**src/rtl/bc_display_pkg.sv**
```systemverilog
// Shared types and glyph table for the Bulls-and-Cows 7-segment display path.
package bc_display_pkg;

    typedef logic [5:0] char_t;

    localparam char_t CH_P     = 6'd10;
    localparam char_t CH_S     = 6'd11;
    localparam char_t CH_U     = 6'd12;
    localparam char_t CH_E     = 6'd13;
    localparam char_t CH_L     = 6'd14;
    localparam char_t CH_B     = 6'd15;
    localparam char_t CH_C     = 6'd16;
    localparam char_t CH_G     = 6'd17;
    localparam char_t CH_N     = 6'd18;
    localparam char_t CH_R     = 6'd19;
    localparam char_t CH_BLANK = 6'd20;

    localparam logic [6:0] SEG_BLANK = 7'h7F;

    // Active-low {g,f,e,d,c,b,a}; element 20 (blank) is listed first.
    localparam logic [20:0][6:0] GLYPH_TABLE = {
        SEG_BLANK, 7'h2F, 7'h2B, 7'h42, 7'h46, 7'h03, 7'h47, 7'h06, 7'h41, 7'h12, 7'h0C,
        7'h10, 7'h00, 7'h78, 7'h02, 7'h12, 7'h19, 7'h30, 7'h24, 7'h79, 7'h40
    };

endpackage

```
**src/rtl/bc_display_scan_seg7_decode.sv**
```systemverilog
// Combinational character-code to active-low 7-segment glyph decoder.
module seg7_decode
    import bc_display_pkg::*;
(
    input  logic [5:0] code,
    output logic [6:0] seg
);

    always_comb begin
        seg = SEG_BLANK;
        if (code <= CH_BLANK) begin
            seg = GLYPH_TABLE[code[4:0]];
        end
    end

endmodule

```
**src/rtl/bc_display_scan.sv**
```systemverilog
// 8-digit common-anode scan driver with per-frame snapshot of the game digit codes.
// Optional blinking is enabled by defining DISPLAY_BLINK_EN (adds blink_mask port).
module bc_display_scan
    import bc_display_pkg::*;
#(
    parameter int unsigned REFRESH_DIV = 100000
`ifdef DISPLAY_BLINK_EN
    ,
    parameter int unsigned BLINK_FRAMES = 64
`endif
) (
    input  logic       clock,
    input  logic       reset,
    input  logic [5:0] d1,
    input  logic [5:0] d2,
    input  logic [5:0] d3,
    input  logic [5:0] d4,
    input  logic [5:0] d5,
    input  logic [5:0] d6,
    input  logic [5:0] d7,
    input  logic [5:0] d8,
`ifdef DISPLAY_BLINK_EN
    input  logic [7:0] blink_mask,
`endif
    output logic [7:0] an,
    output logic [6:0] seg,
    output logic       dp,
    output logic       frame_tick
);

    localparam int unsigned PW = (REFRESH_DIV > 1) ? $clog2(REFRESH_DIV) : 1;

    logic [PW-1:0] prescaler;
    logic [2:0]    idx;
    char_t         shadow [8];
    logic          frame_start;
    logic          slot_tick;
    logic          wrap;
    logic [6:0]    glyph;
    logic          hide;

    assign slot_tick = (prescaler == PW'(REFRESH_DIV - 1));
    assign wrap      = slot_tick && (idx == 3'd7);

    seg7_decode u_decode (
        .code(shadow[idx]),
        .seg (glyph)
    );

`ifdef DISPLAY_BLINK_EN
    localparam int unsigned BW = (BLINK_FRAMES > 1) ? $clog2(BLINK_FRAMES) : 1;

    logic [BW-1:0] blink_count;
    logic          blink_phase;

    // Phase advances on the same edge the frame wraps, so a whole frame shares one phase.
    always_ff @(posedge clock) begin
        if (reset) begin
            blink_count <= '0;
            blink_phase <= 1'b0;
        end else if (wrap) begin
            if (blink_count == BW'(BLINK_FRAMES - 1)) begin
                blink_count <= '0;
                blink_phase <= ~blink_phase;
            end else begin
                blink_count <= blink_count + 1'b1;
            end
        end
    end

    assign hide = blink_phase && blink_mask[3'd7 - idx];
`else
    assign hide = 1'b0;
`endif

    always_ff @(posedge clock) begin
        if (reset) begin
            prescaler   <= '0;
            idx         <= '0;
            shadow      <= '{default: CH_BLANK};
            frame_start <= 1'b0;
            frame_tick  <= 1'b0;
            an          <= 8'hFF;
            seg         <= SEG_BLANK;
            dp          <= 1'b1;
        end else begin
            if (slot_tick) begin
                prescaler <= '0;
                idx       <= idx + 3'd1;
            end else begin
                prescaler <= prescaler + 1'b1;
            end
            if (wrap) begin
                shadow <= '{d1, d2, d3, d4, d5, d6, d7, d8};
            end
            // frame_start marks idx == 0 freshly entered; frame_tick lines up with its an/seg.
            frame_start <= wrap;
            frame_tick  <= frame_start;
            an          <= ~(8'h80 >> idx);
            seg         <= hide ? SEG_BLANK : glyph;
            dp          <= 1'b1;
        end
    end

endmodule

```
**config.mk**
```make
export PLATFORM = sky130hd
export DESIGN_NAME = bc_display_scan
export DESIGN_NICKNAME = d
export VERILOG_FILES = /design/src/rtl/bc_display_pkg.sv /design/src/rtl/bc_display_scan_seg7_decode.sv /design/src/rtl/bc_display_scan.sv
export SDC_FILE = /design/constraint.sdc
export NUM_CORES = 1
export LEC_CHECK = 0
export CORE_AREA = 2 2 90 92
export DETAILED_ROUTE_END_ITERATION = 12
export DIE_AREA = 0 0 92 94
export PLACE_DENSITY = 0.77
export SYNTH_ARGS = -nofsm -noshare
export SYNTH_HDL_FRONTEND = slang
export SYNTH_HIERARCHICAL = 1
export SYNTH_SLANG_ARGS = --single-unit
```
**constraint.sdc**
```tcl
create_clock -name clock -period 3.8 [get_ports clock]
set_input_delay 0.57 -clock clock [delete_from_list [all_inputs] [get_ports clock]]
set_output_delay 0.57 -clock clock [all_outputs]
set_load 0.02 [all_outputs]
```
==> flow_results.org <==
** Critical path
- Along the worst path, the maximum fanout reaches 8.
- For flop-to-flop paths, the worst setup slack is roughly 0.90 ns.
- In this run the critical register-to-register path is launched from idx[0].
- The critical path is of the reg2reg type.
- Measured in cells, the most critical reg-to-reg path has a length of 10.
- Reg-to-Reg End :: seg[1]
- Startpoint type of the worst setup path :: flop
- Data required time of the critical path :: between 4 and 5 ns
- Endpoint of the worst setup timing path :: seg[1]
- The critical path starts at idx[0].
- STA puts the critical path data arrival time at 3.14 ns.
- Kind of end point of the critical path :: flop

** Clock tree
- No sink is reached through more buffers than the 2 on the longest clock path.
- Clock Sinks :: 85
- Clock-pin slew was measured on the worst setup and hold paths at roughly 0.080 ns.
- In this run the number of H-tree levels came out at 3.
- PostCTS Resize Cnt :: 0
- Setup Buffers After CTS :: 0
- In this run the clock root is driven by a sky130_fd_sc_hd__clkbuf_8.
- The clock reaches the later pin of the worst-skew pair after roughly 0.36 ns.
- CTS tree :: built
- Cts-stage hold buffer count :: 0
- TritonCTS buffer count :: 9

** Yosys
- Count of distinct cell types in the synthesized netlist :: 45
- The number of nets in the synthesized netlist is 492.
- Post-synthesis async set-or-reset flop share :: 0%
- Yosys warning count :: 6
- Ranked by total cell area, the synthesized netlist is headed by sky130_fd_sc_hd__dfxtp_1 43%, sky130_fd_sc_hd__mux4_2 6.8%, sky130_fd_sc_hd__nand4_1 6.3%.
- Synthesized instance count :: between 400 and 500
- Flops & latches, synth :: 85
- Synth Cell Area :: 0.004003 mm^2
- Top cell type by total area after synthesis :: sky130_fd_sc_hd__dfxtp_1
- In this run, synthesis inferred 0 flip-flops with an integrated enable.
- The average instance in the mapped netlist occupies roughly 9.3 um^2.
- Area share of the leading cell type in the synthesized netlist :: a little over two fifths
- Sequential elements use between 40 and 50% of the synthesized area.
- In the synthesized netlist the dominant register cell turns out to be sky130_fd_sc_hd__dfxtp_1.

** Floorplan
- I/O pin count :: between 60 and 70
- Floorplan row count :: 32
- Die Footprint :: just under 0.009 mm^2
- Starting utilization of the core area :: between 50% and 60%
- Die extent in x :: between 90 and 100 um
- The die is about 94 um tall.
- Core area :: roughly 0.0076 mm^2

** Routing
- Once detail routing completed, the nets flagged for antenna violations numbered 0.
- Wires add up to between 9 and 10 mm.
- Via density :: approximately 6
- For this run, design rule violations remaining after detail routing come to 0.
- The first detailed-routing pass ran for 5 iterations.
- In the final routed layout, each cell accounts on average for 15.63 um.
- Detailed routing inserted a total of about 3400 vias.
- In this run, the number of DRC markers left after iteration 0 of detailed routing was 176.

** STA
- Clock skew on the completed layout was measured at about 0.011 ns.
- Measured against its own limit, the worst slew margin works out to 48.89%.
- Setup repair after global routing left no endpoint under its margin.
- Max Freq :: 345.3 MHz
- Setup-failing EPs final :: 0
- Final period utilization :: around three quarters
- After routing, the total negative slack on setup checks comes to 0 ns.
- The final count of pins violating max slew was 0.
- Setup ws final :: ~0.90 ns
- At the pin with the least slew margin, the transition time is about 0.77 ns.
- The final hold violation count was 0.
- For the finished layout, the period the worst path requires is approximately 2.9 ns.
- WHS :: around 0.44 ns

** Global route
- For this run the aggregate overflow at the end of global routing stands at 0.
- Wire length of the first global-routing pass :: 14.97 mm
- Entering global routing, the biggest net connects 51 pins.
- The initial antenna violation count was 0.
- Across every metal layer, demand over resource in global routing totals a little over a fifth.
- Vias in the first global route :: between 3000 and 4000

** Run
- Across the run, the number of max-cap violations was 0.

** Layout
- Once layout is complete, the utilization of the core stands at a little under two thirds.
- 0 antenna diodes ended up in the layout.
- Total Nets Final :: about 530
- Non-filler cells in the finished layout :: approximately 580
- Area of the multi-input gates :: 0.002058 mm^2
- In the final layout, the share of cells above drive strength 1 is about a tenth.
- In the final layout, flip-flops and latches occupy about 0.0017 mm^2.
- The filler cells instantiated in the layout total between 600 and 700.
- The area growth from synthesis to layout is 20.85%.

** Power
- Power per standard cell area :: 347.9 mW/mm^2
- Across the VDD grid, the largest voltage drop is approximately 0.2 mV.
- In this run the static leakage power is approximately 1.7 nW.

** Placement
- Final HPWL DP :: ~6.2 mm
- OpenSTA, run right after detailed placement, puts the worst setup slack at approximately 0.9 ns.
- The count of buffers added on input and output ports is between 60 and 70.
- Placer's final routability congestion estimate :: a little over 0.8
- After detailed placement, the design holds a cell count of around 560.

** Run status
- Outcome :: complete, no violations

** Worst hold path
- The path class of the tightest hold or removal check is reg2reg.
per-layer routing:
| metal | vias up | track usage, % | share of wire [%] |
|---|---|---|---|
| li1 | 1660 | - | - |
| met1 | 1609 | 28.96 | 44 |
| met2 | 110 | 36.09 | 49 |
| met3 | 14 | 2.889 | 5.4 |
| met4 | 0 | 7.338 | 1.7 |
| met5 | - | 0 | 0 |
layout by cell type, fill, tap and decap left out, drive strengths merged, types with 2 or more instances in the layout:
cell type	instances
nand3	8
clkbuf	12
nand2b	5
o31ai	3
nand2	31
nand4	40
clkdlybuf4s50	64
a21oi	39
o41ai	2
and3	3
and4bb	2
o21ai	37
mux4	12
xnor2	2
clkinv	3
dfxtp	85
or2	7
ha	13
inv	8
nor2	23
buf	7
bufinv	2
nor3	5
xor2	13
a211o	16
or3	2
and2	2
and4	21
kinds of logic (layout without fill, tap and decap cells):
family	after synthesis	count (layout)	synth area share, %
AOI/OAI and AO/OA	102	102	15.13
muxes	12	12	6.752
buffers and inverters	49	96	6.064
other	1	1	0.09369
adders and majority gates	13	13	4.064
and+or+nand+nor	152	152	22.10
xor gates and xnor gates	15	15	3.282
DFF	85	85	42.51
state kept, by name, indices dropped and copies added, names as in the netlist:
name and flops:
an 8, frame_start 1, frame_tick 1, seg 7, idx 3, prescaler 17
shadow 48
critical path, stage by stage (launching register included):
cell	delay [ns]
sky130_fd_sc_hd__dfxtp_1	0.59
sky130_fd_sc_hd__buf_4	0.28
sky130_fd_sc_hd__mux4_2	0.50
sky130_fd_sc_hd__nand2_1	0.08
sky130_fd_sc_hd__nand2_1	0.11
sky130_fd_sc_hd__inv_1	0.15
sky130_fd_sc_hd__ha_1	0.28
sky130_fd_sc_hd__nand2_1	0.09
sky130_fd_sc_hd__nor2_1	0.06
sky130_fd_sc_hd__a2111o_1	0.39
sky130_fd_sc_hd__or2_2	0.26
metrics by stage:
| stage | total power (W) | area, um^2 |
|---|---|---|
| after floorplan | 0.0009358 | 4003 |
| after global placement | 0.0009879 | 4612 |
| after detailed placement | 0.0009890 | 4612 |
| after CTS | 0.001692 | 4837 |
| after global routing | 0.001733 | 4837 |
| final | 0.001683 | 4837 |
final cells by class:
| type | instances | area share, % |
|---|---|---|
| Multi-Input combinational cell | 295 | 42.55 |
| Sequential cell | 85 | 35.18 |
| Timing Repair Buffer | 71 | 14.28 |
| Clock buffer | 12 | 3.207 |
| Tap cell | 102 | 2.638 |
| Clock inverter | 4 | 1.449 |
| Inverter | 9 | 0.6984 |
how the worst min path moves through the flow:
stage | from | end | slack (ns) | cells after the start
finish | frame_start | frame_tick | 0.44 | 1
global route | frame_start | frame_tick | 0.45 | 1
CTS | frame_start | frame_tick | 0.44 | 1
detailed placement | frame_start | frame_tick | 0.42 | 1
global placement | frame_start | frame_tick | 0.43 | 1
floorplan | frame_start | frame_tick | 0.41 | 1
synth_stat cells (3+ instances only):
master	instances
sky130_fd_sc_hd__nand2_1	31
sky130_fd_sc_hd__dfxtp_1	85
sky130_fd_sc_hd__buf_4	6
sky130_fd_sc_hd__o31ai_1	3
sky130_fd_sc_hd__ha_1	13
sky130_fd_sc_hd__clkbuf_1	19
sky130_fd_sc_hd__and4_1	21
sky130_fd_sc_hd__or2_2	7
sky130_fd_sc_hd__o21ai_0	36
sky130_fd_sc_hd__buf_6	3
sky130_fd_sc_hd__xor2_1	13
sky130_fd_sc_hd__nand4_1	40
sky130_fd_sc_hd__nand2b_1	5
sky130_fd_sc_hd__buf_2	10
sky130_fd_sc_hd__nor2_1	23
sky130_fd_sc_hd__a21oi_1	38
sky130_fd_sc_hd__mux4_2	12
sky130_fd_sc_hd__a211o_1	16
sky130_fd_sc_hd__inv_1	7
sky130_fd_sc_hd__nor3_1	5
sky130_fd_sc_hd__nand3_1	7
where the power goes:
group | leakage [nW] | switching, W | internal (W)
clock network | 0.116 | 0.000311 | 0.000404
registers | 0.687 | 0.00000247 | 0.000893
logic | 0.878 | 0.0000240 | 0.0000485
total | 1.68 | 0.000337 | 0.00135
(Power assumes the default switching activity.)
